==> config.mk <==
export PLATFORM = sky130hd
export DESIGN_NAME = jtag_tap_sampled
export DESIGN_NICKNAME = d
export VERILOG_FILES = /design/src/rtl/jtag_tap_sampled.sv
export SDC_FILE = /design/constraint.sdc
export NUM_CORES = 1
export LEC_CHECK = 0
export ABC_AREA = 1
export CORE_MARGIN = 2
export CORE_UTILIZATION = 50
export DETAILED_ROUTE_END_ITERATION = 8
export PLACE_DENSITY = 0.76
export SLEW_MARGIN = 25
export SYNTH_ARGS = -nofsm -noshare
export SYNTH_HDL_FRONTEND = slang
export SYNTH_SLANG_ARGS = --single-unit
==> constraint.sdc <==
create_clock -name clk_i -period 4.33 [get_ports clk_i]
set_input_delay 0.433 -clock clk_i [delete_from_list [all_inputs] [get_ports clk_i]]
set_output_delay 0.433 -clock clk_i [all_outputs]
set_load 0.005 [all_outputs]
==> src/rtl/jtag_tap_sampled.sv <==
// ============================================================================
// Module  : jtag_tap_sampled
// Purpose : Oversampled JTAG TAP (IDCODE, BYPASS, one user DR with an update
//           valid/ready handshake). Optional JTAG_TAP_SYNC_EN adds 2-flop
//           input synchronizers for asynchronous pins.
// Revision: 1.0 - initial release
// ============================================================================
`default_nettype none

module jtag_tap_sampled #(
    parameter int unsigned          IrWidth     = 5,
    parameter int unsigned          DrWidth     = 32,
    parameter logic [31:0]          IdcodeValue = 32'h2000_1A6F,
    parameter logic [IrWidth-1:0]   UserInstr   = 5'h10
) (
    input  logic               clk_i,
    input  logic               rst_ni,
    input  logic               jtag_tck_i,
    input  logic               jtag_tms_i,
    input  logic               jtag_tdi_i,
    input  logic               jtag_trst_ni,
    output logic               jtag_tdo_o,
    output logic               jtag_tdo_oe_o,
    output logic [3:0]         tap_state_o,
    output logic [IrWidth-1:0] ir_o,
    input  logic [DrWidth-1:0] dr_cap_data_i,
    output logic               dr_upd_valid_o,
    input  logic               dr_upd_ready_i,
    output logic [DrWidth-1:0] dr_upd_data_o,
    output logic               dr_overrun_o
);

    localparam logic [3:0] TLR      = 4'hF;
    localparam logic [3:0] RTI      = 4'hC;
    localparam logic [3:0] SEL_DR   = 4'h7;
    localparam logic [3:0] CAP_DR   = 4'h6;
    localparam logic [3:0] SH_DR    = 4'h2;
    localparam logic [3:0] EX1_DR   = 4'h1;
    localparam logic [3:0] PAUSE_DR = 4'h3;
    localparam logic [3:0] EX2_DR   = 4'h0;
    localparam logic [3:0] UPD_DR   = 4'h5;
    localparam logic [3:0] SEL_IR   = 4'h4;
    localparam logic [3:0] CAP_IR   = 4'hE;
    localparam logic [3:0] SH_IR    = 4'hA;
    localparam logic [3:0] EX1_IR   = 4'h9;
    localparam logic [3:0] PAUSE_IR = 4'hB;
    localparam logic [3:0] EX2_IR   = 4'h8;
    localparam logic [3:0] UPD_IR   = 4'hD;

    localparam logic [IrWidth-1:0] IR_IDCODE  = IrWidth'(1);
    localparam logic [IrWidth-1:0] IR_CAPTURE = IrWidth'(1);

    logic tck, tms, tdi, trst_n, tck_q;

`ifdef JTAG_TAP_SYNC_EN
    logic [1:0] tck_sync, tms_sync, tdi_sync, trst_sync;

    always_ff @(posedge clk_i or negedge rst_ni) begin
        if (!rst_ni) begin
            tck_sync  <= 2'b00;
            tms_sync  <= 2'b00;
            tdi_sync  <= 2'b00;
            trst_sync <= 2'b11;
        end else begin
            tck_sync  <= {tck_sync[0], jtag_tck_i};
            tms_sync  <= {tms_sync[0], jtag_tms_i};
            tdi_sync  <= {tdi_sync[0], jtag_tdi_i};
            trst_sync <= {trst_sync[0], jtag_trst_ni};
        end
    end

    assign tck    = tck_sync[1];
    assign tms    = tms_sync[1];
    assign tdi    = tdi_sync[1];
    assign trst_n = trst_sync[1];
`else
    assign tck    = jtag_tck_i;
    assign tms    = jtag_tms_i;
    assign tdi    = jtag_tdi_i;
    assign trst_n = jtag_trst_ni;
`endif

    always_ff @(posedge clk_i or negedge rst_ni) begin
        if (!rst_ni) tck_q <= 1'b0;
        else         tck_q <= tck;
    end

    // Test reset wins over any TCK edge seen in the same cycle.
    logic rise, fall;
    assign rise = tck & ~tck_q & trst_n;
    assign fall = ~tck & tck_q & trst_n;

    logic [3:0] state_q, state_d;

    always_ff @(posedge clk_i or negedge rst_ni) begin
        if (!rst_ni) state_q <= TLR;
        else         state_q <= state_d;
    end

    always_comb begin
        state_d = state_q;
        if (!trst_n) begin
            state_d = TLR;
        end else if (rise) begin
            case (state_q)
                TLR:      state_d = tms ? TLR      : RTI;
                RTI:      state_d = tms ? SEL_DR   : RTI;
                SEL_DR:   state_d = tms ? SEL_IR   : CAP_DR;
                CAP_DR:   state_d = tms ? EX1_DR   : SH_DR;
                SH_DR:    state_d = tms ? EX1_DR   : SH_DR;
                EX1_DR:   state_d = tms ? UPD_DR   : PAUSE_DR;
                PAUSE_DR: state_d = tms ? EX2_DR   : PAUSE_DR;
                EX2_DR:   state_d = tms ? UPD_DR   : SH_DR;
                UPD_DR:   state_d = tms ? SEL_DR   : RTI;
                SEL_IR:   state_d = tms ? TLR      : CAP_IR;
                CAP_IR:   state_d = tms ? EX1_IR   : SH_IR;
                SH_IR:    state_d = tms ? EX1_IR   : SH_IR;
                EX1_IR:   state_d = tms ? UPD_IR   : PAUSE_IR;
                PAUSE_IR: state_d = tms ? EX2_IR   : PAUSE_IR;
                EX2_IR:   state_d = tms ? UPD_IR   : SH_IR;
                UPD_IR:   state_d = tms ? SEL_DR   : RTI;
                default:  state_d = TLR;
            endcase
        end
    end

    logic [IrWidth-1:0] ir_sr;
    logic [31:0]        idcode_sr;
    logic               bypass_sr;
    logic [DrWidth-1:0] user_sr;

    logic sel_idcode, sel_user, sel_bypass;
    logic cap_ir, sh_ir, upd_ir, cap_dr, sh_dr, upd_dr, in_reset, tdo_next;

    always_comb begin
        sel_idcode = (ir_o == IR_IDCODE);
        sel_user   = !sel_idcode && (ir_o == UserInstr);
        sel_bypass = !sel_idcode && !sel_user;
        cap_ir     = (state_q == CAP_IR);
        sh_ir      = (state_q == SH_IR);
        upd_ir     = (state_q == UPD_IR);
        cap_dr     = (state_q == CAP_DR);
        sh_dr      = (state_q == SH_DR);
        upd_dr     = (state_q == UPD_DR);
        in_reset   = (state_q == TLR) || !trst_n;
        tdo_next   = 1'b0;
        if (sh_ir) begin
            tdo_next = ir_sr[0];
        end else if (sh_dr) begin
            if (sel_idcode)    tdo_next = idcode_sr[0];
            else if (sel_user) tdo_next = user_sr[0];
            else               tdo_next = bypass_sr;
        end
    end

    always_ff @(posedge clk_i or negedge rst_ni) begin
        if (!rst_ni) begin
            ir_sr     <= '0;
            idcode_sr <= '0;
            bypass_sr <= 1'b0;
            user_sr   <= '0;
        end else if (rise) begin
            if (cap_ir)     ir_sr <= IR_CAPTURE;
            else if (sh_ir) ir_sr <= {tdi, ir_sr[IrWidth-1:1]};
            if (cap_dr) begin
                if (sel_idcode) idcode_sr <= IdcodeValue;
                if (sel_bypass) bypass_sr <= 1'b0;
                if (sel_user)   user_sr   <= dr_cap_data_i;
            end else if (sh_dr) begin
                if (sel_idcode) idcode_sr <= {tdi, idcode_sr[31:1]};
                if (sel_bypass) bypass_sr <= tdi;
                if (sel_user)   user_sr   <= {tdi, user_sr[DrWidth-1:1]};
            end
        end
    end

    logic upd_fire;
    assign upd_fire = fall && upd_dr && (ir_o == UserInstr);

    always_ff @(posedge clk_i or negedge rst_ni) begin
        if (!rst_ni) begin
            jtag_tdo_o     <= 1'b0;
            jtag_tdo_oe_o  <= 1'b0;
            ir_o           <= IR_IDCODE;
            dr_upd_valid_o <= 1'b0;
            dr_upd_data_o  <= '0;
            dr_overrun_o   <= 1'b0;
        end else begin
            if (fall) begin
                jtag_tdo_o    <= tdo_next;
                jtag_tdo_oe_o <= sh_ir || sh_dr;
            end
            if (in_reset)          ir_o <= IR_IDCODE;
            else if (fall && upd_ir) ir_o <= ir_sr;
            // An accept on the same edge frees the slot, so the new word is taken.
            if (upd_fire) begin
                if (dr_upd_valid_o && !dr_upd_ready_i) begin
                    dr_overrun_o <= 1'b1;
                end else begin
                    dr_upd_data_o  <= user_sr;
                    dr_upd_valid_o <= 1'b1;
                end
            end else if (dr_upd_valid_o && dr_upd_ready_i) begin
                dr_upd_valid_o <= 1'b0;
            end
            if (in_reset) dr_overrun_o <= 1'b0;
        end
    end

    assign tap_state_o = state_q;

endmodule

`default_nettype wire

# ---- Word-level counts from Yosys, hierarchy flattened
# Cells that the tools add are included.
dict set report totals {
  in_bits 39
  output_inout_bits 45
  reg_bits 116
}
dict set report op_classes {
  mux 41
  bitwise 7
  n_eq_ne 25
  reduce_logical 30
}
# cell n
set ops {}
lappend ops {{$mux W32} 8}
lappend ops {{$pmux W4 S12} 1}
lappend ops {{$eq A4 B4 Y1 const B} 8}
lappend ops {{$mux W5} 4}
lappend ops {{$eq A4 B3 Y1 const B} 4}
lappend ops {{$mux W1} 15}
lappend ops {{$ne A2 B2 Y1 const B} 7}
lappend ops {{$mux W2} 6}
lappend ops {{$mux W3} 4}
lappend ops {{$mux W4} 3}
lappend ops {{$reduce_and A4 Y1} 3}
lappend ops {{$reduce_bool A2 Y1} 6}
lappend ops {{$eq A4 B2 Y1 const B} 2}
lappend ops {{$reduce_and A2 Y1} 4}
lappend ops {{$logic_and A1 B1 Y1} 7}
lappend ops {{$eq A5 B1 Y1 const B} 1}
lappend ops {{$eq A5 B5 Y1 const B} 1}
lappend ops {{$and A1 B1 Y1} 4}
lappend ops {{$eq A4 B1 Y1 const B} 1}
lappend ops {{$logic_not A1 Y1} 4}
lappend ops {{$logic_not A4 Y1} 1}
lappend ops {{$reduce_or A2 Y1} 2}
lappend ops {{$not A1 Y1} 3}
lappend ops {{$reduce_or A3 Y1} 1}
lappend ops {{other kinds (2)} 3}

# ---- Longest topological paths before layout
dict set report depth {
  depth_word 8
  ltp_mapped 10
  ltp_nobuf 9
}

# ---- Worst setup path after synthesis
# Ideal clock, no wire load.
dict set report synth_path {
  path_kind {register to register}
  start {register state_q[2], in the netlist tap_state_o[2]}
  end {register dr_upd_data_o[16]}
  setup_slack_ps 2609
  t_required_ps 4213
  stages_incl_launch_ff 10
  arrival_time_ps 1604
  path_buffers 2
  cell_sequence {dfstp_2 -> inv_2 -> nor2_2 -> nand2_1 -> nor3_4 -> nand2_2 -> buf_2 -> buf_6 -> nand2_1 -> nand2_1}
}
dict set report synth_between {
  elab_chain_len 4
}
# element line
set synth_rtl {}
lappend synth_rtl {{from (decl)} 93} ;# logic [3:0] state_q, state_d;
lappend synth_rtl {{from (signal assigned)} 97} ;# else state_q <= state_d;
lappend synth_rtl {{$eq A4 B3 Y1} 144} ;# upd_dr = (state_q == UPD_DR);
lappend synth_rtl {{$logic_and A1 B1 Y1 (2 in series)} 178} ;# assign upd_fire = fall && upd_dr && (ir_o == UserInstr);
lappend synth_rtl {{$reduce_and A2 Y1 (no source line)} -}
lappend synth_rtl {{to (signal assigned)} 200} ;# dr_upd_data_o <= user_sr;
lappend synth_rtl {{to (decl)} 29} ;# output logic [DrWidth-1:0] dr_upd_data_o,
# Every way passes these cells.
# A chain may end at the register's enable or synchronous reset.

# ---- Worst setup path in the final report
dict set report layout_path {
  start {register state_q[1], in the netlist tap_state_o[1]}
  end {register idcode_sr[31]}
}
dict set report layout_between {
  elab_chain_len 3
}
# element line
set layout_rtl {}
lappend layout_rtl {{$eq A4 B2 Y1 / $eq A4 B3 Y1 (equally long branches)} {143, 142}}
lappend layout_rtl {{$ne A2 B2 Y1 (no source line) / $reduce_bool A2 Y1 (equally long branches)} -}
lappend layout_rtl {{$reduce_and A4 Y1 (no source line)} -}
lappend layout_rtl {{to (signal assigned)} 166} ;# if (sel_idcode) idcode_sr <= IdcodeValue;
lappend layout_rtl {{to (signal assigned)} 170} ;# if (sel_idcode) idcode_sr <= {tdi, idcode_sr[31:1]};
lappend layout_rtl {{to (decl)} 128} ;# logic [31:0] idcode_sr;
# Parallel ways exist; a longest one is shown, timed or not.

==> qor.yml <==
status:
  status: "finished, violations left"
  violations: "negative hold slack"
power_and_ir_drop:
  vdd_drop_max_mv: 0.358
  p_leak_nw: 3.18
  powerDensity_nw_per_um2: 416
  p_seq_share_pct: 41.4
  internal_power_mw: 2.12
  switchingPower_uw: 628
  p_comb_share_pct: 5.8
  power.total_mw: 2.75
  switching_share_pct: 22.8
  power.share.clock_pct: 52.8
timing:
  fin_setup_tns_ns: 0
  report.final.slew_viol_count: 0
  fin_hold_ws_ns: -0.0309
  fin_skew_ns: 0.00685
  post-route-min-period_ns: 2.48
  slew_headroom_pct: 49.6
  min_period_over_period_pct: 57.3
  worstMarginPinSlew_ns: 0.756
  hold_violations: 21
  setup_viol: 0
  rsz0062_at_grt: "false"
  fmax_mhz: 403
  worst_slack_ns: 1.85
logic_synthesis:
  yosysSeqAreaShare_pct: 57.4
  syn_area_um2: 5070
  synthArstFlopShare_pct: 100
  avgSynthCellArea_um2: 8.51
  ys.flop_type: "dfrtp_1"
  synth.most_common_cell: "nand2_1"
  synthDistinctLibCells: 27
  ys_warn_count: 0
  synthCells: 596
  yosys.area.top_type: "dfrtp_1"
  ys_ff_latch: 116
  synth-edff-count: 0
  synth_commonest_cells: "nand2_1 (155), dfrtp_1 (111), nand3_1 (92)"
  synth_area_leaders: "dfrtp_1 (55%), nand2_1 (11%), nand3_1 (9.1%), o21ai_0 (3.8%), nor2_1 (3.8%)"
  synth_nets: 635
  synth_top_area_share_pct: 54.8
critical_path:
  critPathRequiredTime_ns: 4.74
  critical_path_class: "reg2reg"
  rrSetupSlack_ns: 1.85
  critPathCaptureType: "register"
  reg2reg_to: "idcode_sr[31]$_DFFE_PN0P_"
  path_max_fanout: 47
  start_kind: "register"
  reg2reg_depth: 7
  crit_arrival_ns: 2.89
  r2r_start: "tap_state_o[1]$_DFFE_PN1P_"
final_layout:
  n_antenna_cell: 0
  drive_gt1_share_pct: 7.89
  syn2layout_area_growth_pct: 30.4
  fin_area_um2: 6610
  finish.utilization_pct: 67.3
  fin_nets: 710
  nFillCells: 801
grt:
  grt_pass1_wl_um: 20100
  grt-ovfl-total: 0
  antenna_found_initial: 0
  grt_usage_pct: 22.8
  grt_pass1_vias: 4107
  grt_max_degree: 86
detailed_routing:
  postRouteAntennaNets: 0
  viasPerCell: 5.43
  drtIter0Drc: 301
  drtPass1Iterations: 5
  drc: 0
  vias: 4433
  wire_per_inst_um: 14.9
  routed_wirelength_um: 12100
floorplanning:
  io_pins: 84
  floorplan.die.height_um: 105
  fp.dieW_um: 105
  design.die.area_um2: 11000
  core-area_um2: 9820
  start_util_pct: 51.6
  rows: 36
clock_tree:
  insertion_delay_ns: 0.50
  numCtsBuffers: 17
  cts_sinks: 116
  clock-root-buffer: "clkbuf_8"
  htree_levels: 4
  post_cts_buffers: 0
  cts_tree: "yes"
  postCtsHoldBufs: 0
  cts_resized: 0
  max-clock-path-buffers: 2
  clkTransAtPathRegs_ns: 0.06
place:
  dp_hpwl_um: 7760
  gp_congestion: 0.817
  post-place-ws_ns: 1.60
  dpl_cell_area_um2: 5990
  io_buffers: 83
worst_hold_path:
  hold_class: "in2async"
job:
  maxCapViolations: 0
==> registers in the layout, summed over array words and instances, names as in the netlist <==
signal / cells
tck_q: 1
ir_o: 5
tap_state_o: 4
jtag_tdo_oe_o: 1
bypass_sr: 1
idcode_sr: 32
dr_upd_valid_o: 1
jtag_tdo_o: 1
ir_sr: 5
user_sr: 32
dr_overrun_o: 1
dr_upd_data_o: 32
==> cell families (layout without fill, tap and decap cells) <==
kind of cell / Yosys count / in the layout / synth area share, %
flops: 116 / 116 / 57.4
buf+inv: 81 / 169 / 6.61
simple gates: 316 / 316 / 26.8
compound gates: 83 / 83 / 9.23
==> cells in the final DEF (no fill, tap or decap), types with 3 or more instances in the layout <==
master             n
nand2_1          154
inv_6              4
nor2_1            49
dfstp_2            5
o211ai_1           4
clkdlybuf4s50_1   82
nand3b_1           5
buf_4              6
nand4_1            4
nand3_1           92
a21oi_1            9
clkinvlp_4         3
dfrtp_1          111
o21ai_0           39
nor3_1             4
a31oi_1           26
nor2_2             3
inv_1             44
bufinv_16          4
clkbuf_16         16
==> area by class of cell <==
| cell class | count | area (um2) | share of cell area, % |
|---|---|---|---|
| repair buffers | 90 | 905 | 13.7 |
| clock inverters | 14 | 200 | 3.03 |
| clock buffers | 18 | 418 | 6.32 |
| well taps | 133 | 166 | 2.52 |
| multi-input cells | 399 | 1840 | 27.8 |
| flip-flops and latches | 116 | 2910 | 44.0 |
| inverters | 47 | 176 | 2.67 |
==> critical path: stages (launching register included) <==
cell      delay [ns]
dfstp_2         0.59
nand2_1         0.15
nor2_1          0.20
nand2_1         0.15
nor2_2          0.10
buf_4           0.36
clkinv_1        0.48
o21ai_0         0.33
==> through the flow <==
step	cells	hold slack (ns)
after detailed placement	785	0.458
after CTS	817	0.140
final	817	-0.0309
after global placement	784	0.456
after global routing	817	0.0323
after floorplan	596	0.137
==> how the worst max path moves through the flow <==
stage	startpoint	end	slack (ns)	cells after the start
global placement	jtag_trst_ni	user_sr[29]$_DFFE_PN0P_	1.67	7
detailed placement	jtag_trst_ni	dr_upd_data_o[30]$_DFFE_PN0P_	1.60	7
finish	tap_state_o[1]$_DFFE_PN1P_	idcode_sr[31]$_DFFE_PN0P_	1.85	7
global route	tap_state_o[1]$_DFFE_PN1P_	idcode_sr[31]$_DFFE_PN0P_	1.58	7
floorplan	tap_state_o[2]$_DFFE_PN1P_	dr_upd_data_o[16]$_DFFE_PN0P_	2.61	9
CTS	tap_state_o[1]$_DFFE_PN1P_	idcode_sr[31]$_DFFE_PN0P_	1.87	7
==> power by group through the flow <==
stage | Combinational (mW) | Clock [mW] | Sequential [mW]
final | 0.159 | 1.45 | 1.14
after global routing | 0.178 | 1.52 | 1.14
after CTS | 0.160 | 1.47 | 1.14
after detailed placement | 0.156 | 0 | 1.16
after global placement | 0.152 | 0 | 1.15
after floorplan | 0.0686 | 0 | 1.15
==> metal layers <==
| layer | vias to the layer above | part of all wire, % | wire length [um] | GRT usage (%) |
|---|---|---|---|---|
| li1 | 2119 | - | - | - |
| met1 | 2125 | 44 | 5320 | 31.6 |
| met2 | 173 | 49 | 5910 | 36.4 |
| met3 | 16 | 6.2 | 758 | 4.93 |
| met4 | 0 | 1.2 | 151 | 7.05 |
| met5 | - | 0 | 0 | 0 |
No activity file was read; power rests on OpenSTA's default activity.
